## src/rtl/key_debounce_multi.sv

```systemverilog
// Multi-channel key conditioner: 2-flop synchroniser, shared sample prescaler,
// per-channel debounce with press/release/long-press single-cycle event pulses.
module key_debounce_multi #(
  parameter int   CH_NUM     = 4,
  parameter int   CLK_DIV    = 1000,
  parameter int   DEB_CNT    = 4,
  parameter int   LONG_CNT   = 500,
  parameter logic KEY_ACTIVE = 1'b0
) (
  input  logic              CLK,
  input  logic              RST,
  input  logic [CH_NUM-1:0] KEY_In,
  output logic [CH_NUM-1:0] KEY_Level,
  output logic [CH_NUM-1:0] KEY_Press,
  output logic [CH_NUM-1:0] KEY_Release,
  output logic [CH_NUM-1:0] KEY_Long,
  output logic              Sample_Tick
);

  localparam int PW = (CLK_DIV > 1) ? $clog2(CLK_DIV) : 1;
  localparam int DW = $clog2(DEB_CNT + 1);
  localparam int HW = $clog2(LONG_CNT + 1);

  localparam logic [PW-1:0]     DIV_LAST = PW'(CLK_DIV - 1);
  localparam logic [PW-1:0]     DIV_ONE  = PW'(1);
  localparam logic [DW-1:0]     DEB_LAST = DW'(DEB_CNT - 1);
  localparam logic [DW-1:0]     DEB_ONE  = DW'(1);
  localparam logic [HW-1:0]     HOLD_MAX = HW'(LONG_CNT);
  localparam logic [HW-1:0]     HOLD_ONE = HW'(1);
  localparam logic [CH_NUM-1:0] RELEASED = {CH_NUM{~KEY_ACTIVE}};

  logic [PW-1:0]               div_cnt;
  logic                        tick;
  logic [CH_NUM-1:0]           sync_q1;
  logic [CH_NUM-1:0]           sync_q2;
  logic [CH_NUM-1:0][DW-1:0]   deb_cnt;
  logic [CH_NUM-1:0][HW-1:0]   hold_cnt;

  assign tick = (div_cnt == DIV_LAST);

  // With CLK_DIV = 1 the counter sits at 0 and tick is permanently high.
  always_ff @(posedge CLK or negedge RST) begin
    if (!RST) begin
      div_cnt     <= '0;
      Sample_Tick <= 1'b0;
    end else begin
      Sample_Tick <= tick;
      div_cnt     <= tick ? '0 : div_cnt + DIV_ONE;
    end
  end

  // Synchroniser resets to the released level so no phantom press follows reset.
  always_ff @(posedge CLK or negedge RST) begin
    if (!RST) begin
      sync_q1 <= RELEASED;
      sync_q2 <= RELEASED;
    end else begin
      sync_q1 <= KEY_In;
      sync_q2 <= sync_q1;
    end
  end

  always_ff @(posedge CLK or negedge RST) begin
    if (!RST) begin
      KEY_Level   <= RELEASED;
      KEY_Press   <= '0;
      KEY_Release <= '0;
      KEY_Long    <= '0;
      deb_cnt     <= '0;
      hold_cnt    <= '0;
    end else begin
      KEY_Press   <= '0;
      KEY_Release <= '0;
      KEY_Long    <= '0;
      if (Sample_Tick) begin
        for (int i = 0; i < CH_NUM; i++) begin
          if ((sync_q2[i] != KEY_Level[i]) && (deb_cnt[i] == DEB_LAST)) begin
            KEY_Level[i] <= sync_q2[i];
            deb_cnt[i]   <= '0;
            hold_cnt[i]  <= '0;
            if (sync_q2[i] == KEY_ACTIVE) begin
              KEY_Press[i] <= 1'b1;
            end else begin
              KEY_Release[i] <= 1'b1;
            end
          end else begin
            deb_cnt[i] <= (sync_q2[i] != KEY_Level[i]) ? deb_cnt[i] + DEB_ONE : '0;
            // Saturating hold counter gives exactly one long pulse per press.
            if ((KEY_Level[i] == KEY_ACTIVE) && (hold_cnt[i] != HOLD_MAX)) begin
              hold_cnt[i] <= hold_cnt[i] + HOLD_ONE;
              if (hold_cnt[i] == HOLD_MAX - HOLD_ONE) begin
                KEY_Long[i] <= 1'b1;
              end
            end
          end
        end
      end
    end
  end

endmodule
```

## config.mk

```make
export PLATFORM = sky130hd
export DESIGN_NAME = key_debounce_multi
export DESIGN_NICKNAME = d
export VERILOG_FILES = /design/src/rtl/key_debounce_multi.sv
export SDC_FILE = /design/constraint.sdc
export NUM_CORES = 1
export LEC_CHECK = 0
export BUFFER_PORTS_ARGS = -buffer_cell sky130_fd_sc_hd__buf_2
export CAP_MARGIN = 20
export CORE_AREA = 2 2 85 87
export DETAILED_ROUTE_END_ITERATION = 12
export DIE_AREA = 0 0 87 89
export GPL_ROUTABILITY_DRIVEN = 1
export GPL_TIMING_DRIVEN = 0
export HOLD_SLACK_MARGIN = 0.05
export PLACE_DENSITY = 0.76
export SETUP_SLACK_MARGIN = 0.05
export SLEW_MARGIN = 20
export SYNTH_ARGS = -nofsm -noshare
export SYNTH_HDL_FRONTEND = slang
export SYNTH_SLANG_ARGS = --single-unit
```

## constraint.sdc

```tcl
create_clock -name CLK -period 2.63 [get_ports CLK]
set_clock_uncertainty 0.2 [all_clocks]
set_input_delay 0.526 -clock CLK [delete_from_list [all_inputs] [get_ports CLK]]
set_output_delay 0.526 -clock CLK [all_outputs]
set_load 0.05 [all_outputs]
```

======== After elaboration in Yosys (flattened, before gate mapping) ========
Cells that the tools add are included.
operators by class
  bitwise operators ....................... 4
  reduce and logical (&&, ||, !) cells .... 20
  mux-type cells .......................... 48
  equal/unequal tests ..................... 17
  add/subtract/negate cells ............... 9
operator list
  cell                                                  count
  two-way mux 9 bit                                     8
  adder 9 x 1 -> 9 bit (second input constant)          4
  equality test 9 bit (second input constant)           4
  inequality test 9 bit (second input constant)         4
  two-way mux 1 bit                                     28
  two-way mux 3 bit                                     8
  AND reduction 2 bit                                   8
  adder 3 x 1 -> 3 bit (second input constant)          4
  equality test 3 x 2 -> 1 bit (second input constant)  4
  two-way mux 4 bit                                     3
  adder 10 x 1 -> 10 bit (second input constant)        1
  equality test 10 bit (second input constant)          1
  two-way mux 10 bit                                    1
  logical AND 1 bit                                     8
  nonzero test 2 bit                                    4
  inequality test 1 bit                                 4
  inverter 1 bit                                        4
storage, ports and cells
  word-level logic and storage cells ...... 117
  output and inout port bits .............. 17
  register bits ........................... 83

======== Longest topological paths before layout ========
  depth after elaboration ................. 5
  depth in mapped cells ................... 7

======== Least setup slack after synthesis ========
Ideal clock, no wire load.
  path type ............................... register to register
  from .................................... register Sample_Tick
  to ...................................... register deb_cnt[0] in the netlist's numbering
  cell stages (with the launch flop) ...... 6
  required time ........................... 2.291 ns
  buffers on the path ..................... 4
  period minus slack after synthesis ...... 2.039 ns
  path slack .............................. 0.591 ns
  arrival time ............................ 1.700 ns
  setup time .............................. 0.139 ns
  cells stage by stage .................... dfrtp_1 buf_2 clkbuf_1 buf_2 clkbuf_1 mux2i_1
RTL lines
  item                            RTL line  text
  start: declaration              17        output logic Sample_Tick
  start signal: assignment        47        Sample_Tick <= tick;
  end signal: indexed assignment  87        deb_cnt[i] <= (sync_q2[i] != KEY_Level[i]) ? deb_cnt[i] + DEB_ONE : '0;
  end: declaration                36        logic [CH_NUM-1:0][DW-1:0] deb_cnt;
No word-level cell between the ends.

======== Final worst setup path ========
  from .................................... register Sample_Tick
  to ...................................... register deb_cnt[0] in the netlist's numbering
No word-level cell between the ends.

==> flow_summary_export.csv <==
group,metric,value,unit
outcome,status,"finished clean",
synth,synth_top_family_by_area,"simple AND/OR/NAND/NOR gates",
floorplan,die_y,89,um
setup_path,max_stage_delay,0.46,ns
routing,wl_per_cell,14.7,um
timing,slew_headroom,0.613,
grt,overflow,0,
timing,tightest_slew,0.580,ns
place,place_hpwl,5.08,mm
synth,yosysWarningCount,0,
finish,nFillCells,520,
synth,synth-seq-area-share,0.514,
synth,ys_async_sr_fraction,1.00,
routing,routed_wl,7.55,mm
floorplan,rows,30,
clock_tree,post_cts_resized,0,
setup_path,start_kind,"register",
timing,timing.fmax,0.442,GHz
place,port_buffers,22,
grt,grt_pass1_vias,2908,
routing,ant_nets,0,
synth,syn_area_per_cell,10.4,um2
synth,syn_area,0.00407,mm2
synth,synthSimpleGateAreaFrac,0.216,
place,place_congestion,0.877,
clock_tree,clockBufferDepth,2,
timing,finalHoldViolations,0,
routing,vias,3040,
finish,largest_reg_flops,36,
grt,grt_pass1_wl,13.0,mm
timing,setup_ws,0.365,ns
setup_path,cp_cell_sequence,"buf_2 -> clkbuf_1 -> buf_2 -> clkbuf_1 -> mux2i_1",
finish,final_common_cell,"dfrtp_1",
pwr,switching_share,0.226,
run,max_cap_violations,0,
pwr,peakVddDrop,0.385,mV
setup_path,path_class,"reg -> reg",
finish,num_antenna_cells,0,
grt,grt_max_degree,49,
setup_path,cp_slowest_cell,"clkbuf_1",
floorplan,dieArea,0.00774,mm2
pwr,pwr-share-comb,0.020,
clock_tree,cts_tree,"yes",
clock_tree,clk_pin_slew,0.09,ns
clock_tree,insertion_delay,0.35,ns
synth,syn_inst,391,
finish,drive_gt1_frac,0.154,
floorplan,die_w,87,um
timing,rsz0062_at_grt,"false",
finish,regMostFlops,"hold_cnt",
synth,synth-edff-count,0,
worst_hold_path,hold_class,"in -> reg",
timing,tns,0,ns
pwr,p_leak,2.08,nW
finish,multi_input_area,0.00180,mm2
clock_tree,cts.sinks,83,
routing,drt_first_pass_iters,5,
synth,synth_seq_cells,83,
synth,synth_xor_area_frac,0.0323,
grt,antenna_found_initial,0,
timing,setup_violations,0,
floorplan,initial_utilization,0.606,
pwr,p_int,1.74,mW
timing,slew_viol_final,0,
synth,synth_mux_area_frac,0.0160,
synth,ys_types,59,
setup_path,worstSetupEndpointType,"register",
clock_tree,numCtsBuffers,9,
clock_tree,root_buffer,"clkbuf_8",
setup_path,worstPathMaxFanout,10,
setup_path,arrival,2.28,ns
grt,use_met3,0.0665,
pwr,power_frac_clock,0.407,
pwr,p_per_area,495,mW/mm2
finish,seq_area,0.00209,mm2
finish,largestRegisters,"hold_cnt x36, deb_cnt x12, div_cnt x10",
synth,synth_fa_ha_area_frac,0.0523,
setup_path,required,2.64,ns
clock_tree,htree_levels,3,
routing,vias_per_cell,5.91,
finish,syn_to_final_growth,11.8,%
grt,grt_usage,0.215,
pwr,seqPwrFrac,0.573,
grt,busiest_layer,"met2",
timing,min_period,2.26,ns
floorplan,ios,23,
routing,drtIter0Drc,145,
synth,syn-num-nets,414,
place,dp_slack,0.368,ns
grt,use_met2,0.353,
timing,fin_crit_sh,0.861,
pwr,p_switching,0.510,mW
grt,grtUsageMet1,0.271,
synth,synth-compound-area-share,0.125,
synth,ys.flop_type,"dfrtp_1",
routing,drc,0,
floorplan,design.core.area,0.00672,mm2
finish,nets,452,
finish,layout_common_cells,"dfrtp_1 (71), nand2_1 (38), inv_1 (26), buf_2 (26), nor2_1 (18)",
path summary, 6_finish.rpt:
| kind | start | slack (ns) | cells after the start | to |
|---|---|---|---|---|
| hold / removal | KEY_In[2] | 0.07 | 1 | sync_q1[2]$_DFF_PN1_ |
| hold reg to reg | sync_q1[2]$_DFF_PN1_ | 0.15 | 0 | sync_q2[2]$_DFF_PN1_ |
| min in group asynchronous | RST | 0.47 | 2 | hold_cnt[18]$_DFFE_PN0P_ |
| setup reg to reg | Sample_Tick$_DFF_PN0_ | 0.37 | 5 | deb_cnt[0]$_DFFE_PN0P_ |
| max in group asynchronous | RST | 1.12 | 3 | sync_q2[0]$_DFF_PN1_ |
| setup / recovery | Sample_Tick$_DFF_PN0_ | 0.37 | 5 | deb_cnt[0]$_DFFE_PN0P_ |
layout make-up:
type | instances | area share
plain buffers | 14 | 0.0146
clock buffers | 9 | 0.0272
clock inverters | 7 | 0.0165
inverters | 27 | 0.0253
multi-input cells | 267 | 0.395
flip-flops and latches | 83 | 0.460
well taps | 80 | 0.0220
repair buffers | 27 | 0.0396
per-stage QoR:
step	instance area, um2	total power [mW]	hold slack, ns	util	std cells
floorplan	4070	1.32	0.0304	-	391
global placement	4280	1.35	0.146	0.637	493
detailed placement	4310	1.36	0.147	0.642	494
CTS	4530	2.29	0.0511	0.674	512
global route	4550	2.34	0.0513	0.677	514
finish	4550	2.25	0.0686	0.677	514
power groups by stage:
stage / registers (mW) / clock network, mW / logic [mW]
after CTS: 1.29 / 0.949 / 0.0454
after global placement: 1.32 / 0 / 0.0367
after global routing: 1.29 / 0.993 / 0.0525
after detailed placement: 1.32 / 0 / 0.0429
after floorplan: 1.31 / 0 / 0.00701
final: 1.29 / 0.918 / 0.0453
layer usage:
metal,wire [um],vias up
met1,3480,1486
li1,-,1478
met4,111,0
met2,3620,65
met5,0,-
met3,337,11
critical path: cells and delay by family (launching register included):
family / cells / cell delay [ns]
muxes: 1 / 0.16
DFF: 1 / 0.36
buffers and inverters: 4 / 1.40
cells in the mapped netlist, drive strengths merged (4+ instances only):
cell type,number,share of area
dfrtp,71,0.44
nand2,38,0.035
inv,26,0.024
nor2,19,0.019
ha,17,0.052
nand3,17,0.021
nand2b,13,0.020
o21ai,13,0.016
dfstp,12,0.077
nand4,11,0.017
xor2,11,0.024
and3,10,0.015
a21oi,9,0.011
and2,9,0.014
nor3,9,0.011
o22ai,9,0.014
buf,8,0.011
nor4,8,0.014
a22o,6,0.013
clkbuf,6,0.0055
nand3b,6,0.011
nor2b,6,0.0092
a221o,4,0.0098
mux2,4,0.011
xnor2,4,0.0086
repair_timing:
| action | CTS | global route |
|---|---|---|
| hold buffers | 2 | 2 |
| endpoints found under the hold margin | 31 | 2 |
| buffers inserted | 0 | 0 |
logic make-up after synthesis:
kind of cell    count (synthesis)
simple gates                  160
flops                          83
compound gates                 69
buf+inv                        41
fa+ha+maj                      17
xor+xnor                       15
mux                             6
No activity file was read; power rests on OpenSTA's default activity.
